**src/rtl/inst_stream_encoder.sv**
```systemverilog
// inst_stream_encoder: turns symbolic MIPS instruction requests into 32-bit
// machine words and writes them sequentially into instruction memory.
// The pseudo-instruction li expands into one or two words.
module inst_stream_encoder #(
  parameter int ADDR_W = 10
) (
  input  logic              clk,
  input  logic              reset,
  input  logic              clear,
  input  logic              req_valid,
  output logic              req_ready,
  input  logic [3:0]        req_kind,
  input  logic [4:0]        rs,
  input  logic [4:0]        rt,
  input  logic [4:0]        rd,
  input  logic [31:0]       imm,
  output logic              im_we,
  output logic [ADDR_W-1:0] im_addr,
  output logic [31:0]       im_wdata,
  output logic [ADDR_W:0]   count,
  output logic              full,
  output logic              err
);

  typedef enum logic {ST_IDLE, ST_EMIT2} state_t;

  typedef enum logic [3:0] {
    K_ADDU = 4'd0, K_SUBU = 4'd1, K_LW  = 4'd2, K_SW  = 4'd3,
    K_BEQ  = 4'd4, K_LUI  = 4'd5, K_JAL = 4'd6, K_JR  = 4'd7,
    K_ORI  = 4'd8, K_J    = 4'd9, K_LI  = 4'd10, K_NOP = 4'd11
  } kind_t;

  localparam logic [ADDR_W:0] CAP = {1'b1, {ADDR_W{1'b0}}};

  state_t            r_state, w_state;
  logic              r_im_we, w_im_we;
  logic [ADDR_W-1:0] r_im_addr, w_im_addr;
  logic [31:0]       r_im_wdata, w_im_wdata;
  logic [ADDR_W:0]   r_count, w_count;
  logic              r_full, w_full;
  logic              r_err, w_err;
  logic [31:0]       r_second, w_second;

  logic [31:0]       w_word0;
  logic [31:0]       w_word1;
  logic              w_two;
  logic              w_illegal;
  logic              w_accept;
  logic [ADDR_W:0]   w_count_inc;

  assign req_ready   = (r_state == ST_IDLE) && !r_full;
  assign w_accept    = req_valid && req_ready;
  assign w_count_inc = r_count + 1'b1;

  // Encode the current request into its first (and optional second) word.
  always_comb begin
    // NOTE: every signal gets a default before the case so no latch is inferred.
    w_word0   = 32'h0;
    w_word1   = 32'h0;
    w_two     = 1'b0;
    w_illegal = 1'b0;
    case (req_kind)
      K_ADDU: w_word0 = {6'b000000, rs, rt, rd, 5'b00000, 6'b100001};
      K_SUBU: w_word0 = {6'b000000, rs, rt, rd, 5'b00000, 6'b100011};
      K_LW:   w_word0 = {6'b100011, rs, rt, imm[15:0]};
      K_SW:   w_word0 = {6'b101011, rs, rt, imm[15:0]};
      K_BEQ:  w_word0 = {6'b000100, rs, rt, imm[15:0]};
      K_LUI:  w_word0 = {6'b001111, 5'b00000, rt, imm[15:0]};
      K_JAL:  w_word0 = {6'b000011, imm[25:0]};
      K_JR:   w_word0 = {6'b000000, rs, 15'b0, 6'b001000};
      K_ORI:  w_word0 = {6'b001101, rs, rt, imm[15:0]};
      K_J:    w_word0 = {6'b000010, imm[25:0]};
      K_LI: begin
        if (imm[31:16] == 16'h0) begin
          w_word0 = {6'b001101, 5'b00000, rt, imm[15:0]};
        end else begin
          w_word0 = {6'b001111, 5'b00000, rt, imm[31:16]};
          w_word1 = {6'b001101, rt, rt, imm[15:0]};
          w_two   = (imm[15:0] != 16'h0);
        end
      end
      K_NOP:  w_word0 = 32'h0;
      default: w_illegal = 1'b1;
    endcase
  end

  // Next-state and next-output computation for the write sequencer.
  always_comb begin
    w_state    = r_state;
    w_im_we    = 1'b0;
    w_im_addr  = r_im_addr;
    w_im_wdata = r_im_wdata;
    w_count    = r_count;
    w_err      = r_err;
    w_second   = r_second;
    if (clear) begin
      // Restart wins over everything, including a pending second li word.
      w_state = ST_IDLE;
      w_count = '0;
      w_err   = 1'b0;
    end else begin
      case (r_state)
        ST_IDLE: begin
          if (w_accept) begin
            if (w_illegal) begin
              w_err = 1'b1;
            end else begin
              w_im_we    = 1'b1;
              w_im_addr  = r_count[ADDR_W-1:0];
              w_im_wdata = w_word0;
              w_count    = w_count_inc;
              if (w_two) begin
                // No room for the second li word: drop it and flag the loss.
                if (w_count_inc == CAP) begin
                  w_err = 1'b1;
                end else begin
                  w_state  = ST_EMIT2;
                  w_second = w_word1;
                end
              end
            end
          end
        end
        ST_EMIT2: begin
          w_im_we    = 1'b1;
          w_im_addr  = r_count[ADDR_W-1:0];
          w_im_wdata = r_second;
          w_count    = w_count_inc;
          w_state    = ST_IDLE;
        end
        default: w_state = ST_IDLE;
      endcase
    end
    w_full = (w_count == CAP);
  end

  // State and registered outputs.
  always_ff @(posedge clk or negedge reset) begin
    if (!reset) begin
      r_state    <= ST_IDLE;
      r_im_we    <= 1'b0;
      r_im_addr  <= '0;
      r_im_wdata <= 32'h0;
      r_count    <= '0;
      r_full     <= 1'b0;
      r_err      <= 1'b0;
      r_second   <= 32'h0;
    end else begin
      // NOTE: non-blocking assignments so every register samples pre-edge values.
      r_state    <= w_state;
      r_im_we    <= w_im_we;
      r_im_addr  <= w_im_addr;
      r_im_wdata <= w_im_wdata;
      r_count    <= w_count;
      r_full     <= w_full;
      r_err      <= w_err;
      r_second   <= w_second;
    end
  end

  assign im_we    = r_im_we;
  assign im_addr  = r_im_addr;
  assign im_wdata = r_im_wdata;
  assign count    = r_count;
  assign full     = r_full;
  assign err      = r_err;

endmodule
```
**config.mk**
```make
export PLATFORM = sky130hd
export DESIGN_NAME = inst_stream_encoder
export DESIGN_NICKNAME = d
export VERILOG_FILES = /design/src/rtl/inst_stream_encoder.sv
export SDC_FILE = /design/constraint.sdc
export NUM_CORES = 1
export LEC_CHECK = 0
export ABC_AREA = 1
export BUFFER_PORTS_ARGS = -buffer_cell sky130_fd_sc_hd__buf_2
export CORE_UTILIZATION = 54
export CTS_CLUSTER_SIZE = 8
export DETAILED_ROUTE_END_ITERATION = 16
export PLACE_DENSITY = 0.81
export SETUP_SLACK_MARGIN = 0.3
export SYNTH_ARGS = -nofsm -noshare
export SYNTH_HDL_FRONTEND = slang
export SYNTH_SLANG_ARGS = --single-unit
```
**constraint.sdc**
```tcl
create_clock -name clk -period 2.3 [get_ports clk]
set_input_delay 0.69 -clock clk [delete_from_list [all_inputs] [get_ports clk]]
set_output_delay 0.69 -clock clk [all_outputs]
set_load 0.03 [all_outputs]
```
* Yosys cells after proc, flatten, opt, wreduce, memory -nomap -nowiden
Index checks and enable logic that the tools add are counted.
** Operators by class
- $add $sub $neg :: 1
- Eq/ne operators :: 18
- Muxes and demuxes :: 32
- Bitwise logic cells :: 3
- Reduce and logical (&&, ||, !) cells :: 11
** Operator list (count)
- $pmux 32 s11 :: 1
- $mux 32 :: 2
- $pmux 32 s2 :: 1
- $mux 30 :: 2
- $mux 11 :: 3
- $mux 28 :: 1
- $eq 11x11->1 const B :: 2
- $pmux 11 s2 :: 1
- $mux 10 :: 2
- $pmux 10 s2 :: 1
- $eq 4x3->1 const B :: 4
- $eq 4x4->1 const B :: 4
- $logic_not 16->1 :: 1
- $mux 1 :: 16
- $reduce_bool 16->1 :: 1
- $reduce_or 12->1 :: 1
- $add 11x1->11 const B :: 1
- $eq 4x2->1 const B :: 2
- $ne 2x2->1 const B :: 3
- $ne 3x1->1 const B :: 2
- $reduce_and 6->1 :: 1
- $eq 4x1->1 const B :: 1
- $logic_not 4->1 :: 1
- $pmux 1 s2 :: 2
- 6 further kinds :: 9
** Word-level totals
- Register bits :: 89
- Output and inout bits :: 57

* Depth between registers and ports, before layout
- Depth after elaboration :: 8
- Gate-level depth with buffers :: 14
- Gate-level depth less buffers :: 13

* Worst setup path after synthesis
OpenSTA, ideal clock, no wires.
- Kind :: reg2reg
- From :: register r_count[0] (netlist: count[0])
- To :: register r_second[10]
- Arrival time :: 1.818 ns
- Required time :: 2.184 ns
- Setup slack :: 0.365 ns
- Stages on the path, launching flop included :: 14
- Period minus slack after synthesis :: 1.935 ns
- Path through :: dfrtp_1 > ha_1 > nand2_2 > nor2_2 > nand2_1 > nand2_1 > nand2_1 > nand2_2 > nor2_4 > nand2_2 > nand2_4 > buf_12 > nand2_2 > nand2_1
** Between the ends
- Word-level cells in the longest chain between the ends :: 4
** Ends and longest elaborated chain
- from (decl) :: RTL line 39 : logic [ADDR_W:0] r_count, w_count;
- from (signal assigned) :: RTL line 154 : r_count <= w_count;
- $add 11x1->11 :: RTL line 53 : assign w_count_inc = r_count + 1'b1;
- $eq 11x11->1 :: RTL line 114 : if (w_count_inc == CAP) begin
- $not 1->1 (no line)
- $reduce_and 6->1 (no line)
- to (signal assigned) :: RTL line 157 : r_second <= w_second;
- to (decl) :: RTL line 42 : logic [31:0] r_second, w_second;
Every way passes these cells.
A chain may end at the register's enable or synchronous reset.

* Worst setup path in the final report
- From :: register r_state
- To :: output req_ready
** Between the ends
- Word-level cells in the longest chain between the ends :: 2
** Ends and longest elaborated chain
- from (decl) :: RTL line 35 : state_t r_state, w_state;
- from (signal assigned) :: RTL line 150 : r_state <= w_state;
- $not 1->1 (no line)
- $logic_and 1x1->1 :: RTL line 51 : assign req_ready = (r_state == ST_IDLE) && !r_full;
- to (decl) :: RTL line 11 : output logic req_ready,
Every way passes these cells.

==> summary.txt <==
Clocking
  • Root Driver: clkbuf_8
  • Num CTS Buffers: 9
  • H-Tree Depth: 3
  • Clock sinks: 78
  • CTS tree: built
  • Cts hold-fix bufs: 0
  • Max Buffers Root-to-Sink: 2
  • Clk Latency, worst-skew pair: 0.36 ns
  • Reg clk slew, reported paths: 0.09 ns

Synth
  • Sequential share of the synthesized area: 43.7%
  • Syn Area/Cell: 7.28 sq um
  • Synth warn: 0
  • Number of synthesized flops with an enable pin: 0
  • Synth top area share: 43.7%
  • Post-synth net total: 670
  • Synth Register Bits: 78
  • Area of the mapped netlist: 4470 sq um
  • Syn Inst Count: 614
  • Top-count cell post-synth: nand2_1
  • Synth area leaders: dfrtp_1 44%, nand2_1 17%, nand3_1 7.6%
  • Library cells used by synthesis: 35
  • Synth area leader: dfrtp_1
  • Main synth FF type: dfrtp_1
  • Top cells by count, synth: 198 x nand2_1, 78 x dfrtp_1, 68 x nand3_1
  • Async set-reset flop share out of synthesis: 100%

Critical path
  • Crit-path max cell delay: 0.47 ns
  • Req. time, crit path: 1.61 ns
  • CP cell instances: nor2_1 -> buf_2
  • CP max-delay cell: dfrtp_2
  • Worst Path Arrival: 1.25 ns
  • Critical Path Source Type: flop
  • Setup crit end kind: primary output
  • Delay-heaviest family, CP: flip-flops
  • Crit path max fanout: 7
  • Worst Path Buf+Inv: 1
  • Critical path class: reg -> out

Route
  • Iter 0 DRT Violations: 364
  • Antenna Nets Post-Route: 0
  • Vias/cell: 5.60
  • Wire length per cell: 15.6 um
  • Detailed-route DRC error count: 0
  • Vias: 4,713
  • Final WL: 13.1 mm
  • Pre-antenna DRT Iters: 8

GRT
  • Wire length of the first global-routing pass: 21.3 mm
  • Grt total ovfl: 0
  • Largest net degree at the start of global routing: 46
  • Initial antenna violation count: 0
  • GRT Total Usage: 31.9%
  • Number of global-route vias before repair: 4,478

Timing
  • Final clock skew: 0.00939 ns
  • Max-slew violation count: 0
  • Setup Total Neg Slack: 0 ns
  • Relative max-transition margin: 61.4%
  • Final Hold Vio Count: 0
  • Setup violators final: 0
  • Ratio of final minimum period to clock period: 84.2%
  • RSZ-0062 raised after global routing: yes
  • Worst slew pin tran: 0.579 ns
  • Max Fclk: 0.516 GHz
  • Tmin final: 1.94 ns

Placement
  • Placed cells: 821
  • Port-buffer cells: 110
  • Post-place instance area: 5140 sq um
  • Dpl hpwl: 9.68 mm
  • RePlAce Congestion: 1.10

Finish
  • Area Growth Syn to Fin: 21.2%
  • Post-layout util: 69.1%
  • Nets: 790
  • Antenna Cells: 0
  • Non-filler instance count after layout: 841
  • Layout cell share with drive strength beyond 1: 26.8%
  • Layout filler cell count: 664
  • Post-route cell area: 5420 sq um

Pwr
  • Psw: 1340 uW
  • Internal Power: 2500 uW
  • Switch share: 34.9%
  • Pwr dens: 708 nW/um^2
  • Peak supply drop: 0.389 mV
  • Combinational power share: 26.2%
  • Leakage: 0.00307 uW
  • Sequential share of power: 44.0%
  • Power Total: 3840 uW
  • Clock power frac: 29.8%

Floorplanning
  • Number of I/O pins: 112
  • Initial Util: 57.0%
  • Core area: 7850 sq um
  • Rows: 32
  • Die Y-Extent: 93.0 um
  • Die width: 93.0 um
  • Full die area: 8650 sq um

Min path
  • Min-delay worst type: in -> async

Flow run
  • Max-Cap Viols: 0

Status
  • Run status: finished, final reports clean
[power by group through the flow]
stage | Combinational, uW | Clock, uW | Sequential, uW
6_report | 1010 | 1140 | 1690
5_1_grt | 1100 | 1210 | 1710
4_1_cts | 993 | 1150 | 1680
3_5_place_dp | 989 | 0 | 1710
3_3_place_gp | 968 | 0 | 1700
2_1_floorplan | 385 | 0 | 1960
[layout make-up]
class / count / area (sq um) / area share, %
Clock buffer: 10 / 128 / 2.36
Clock inverter: 6 / 86.3 / 1.59
Inverter: 67 / 256 / 4.73
Multi-Input combinational cell: 446 / 2120 / 39.2
Sequential cell: 78 / 1960 / 36.1
Tap cell: 102 / 128 / 2.36
Timing Repair Buffer: 132 / 742 / 13.7
[layer usage]
metal | vias to the layer above | global-route usage (%) | routed length (um)
li1 | 2200 | - | -
met4 | 0 | 14.4 | 403
met1 | 2184 | 40.5 | 5330
met5 | - | 0 | 0
met2 | 283 | 53.1 | 6310
met3 | 46 | 5.77 | 1050
[timing repair]
item                                    4_1_cts  5_1_grt
resized for setup                             2        8
endpoints found under the hold margin         0        0
pin swaps                                     0        1
endpoints found under the setup margin        5       41
buffers inserted                              0        4
[path summary, 6_finish.rpt]
kind / cells past startpoint / slack (ns) / from / endpoint
setup / recovery: 2 / 0.36 / r_state / req_ready
hold / removal: 1 / 0.28 / reset / im_addr[9]
setup reg to reg: 8 / 0.44 / r_state / im_wdata[11]
hold reg to reg: 2 / 0.48 / r_second[28] / r_second[28]
max in group asynchronous: 2 / 1.41 / reset / count[0]
min in group clk: 2 / 0.48 / r_second[28] / r_second[28]
[cells in the final DEF (no fill, tap or decap), types with 20 or more instances in the layout]
master   count
buf_4       20
dfrtp_1     75
o21ai_0     30
nor2_1      41
nand2_2     24
nand3_1     68
a21oi_1     31
inv_1       60
nand2_1    198
buf_2      109
[sequential cells by signal (all words and copies together), names as in the netlist]
signal,cells
count,11
err,1
full,1
im_addr,10
im_wdata,31
im_we,1
r_second,22
r_state,1
[worst reg2reg max path, delay by kind of cell, from the launching register on]
kind,cells,cell delay (ns)
and+or+nand+nor,3,0.50
AOI/OAI and AO/OA,2,0.27
buffers and inverters,3,0.52
DFF,1,0.47
[cell families after synthesis]
group           synth area share (%)
compound gates                  10.9
other cells                   0.0839
simple gates                    35.8
flops                           43.7
fa+ha+maj                      0.280
buf+inv                         9.32
[through the flow]
stage	hold WS (ns)	setup slack (ns)
after floorplan	0.394	0.365
after global placement	0.452	0.190
after global routing	0.301	0.290
final	0.275	0.363
after CTS	0.287	0.326
after detailed placement	0.459	0.131
Power figures use the tool's default switching activity.
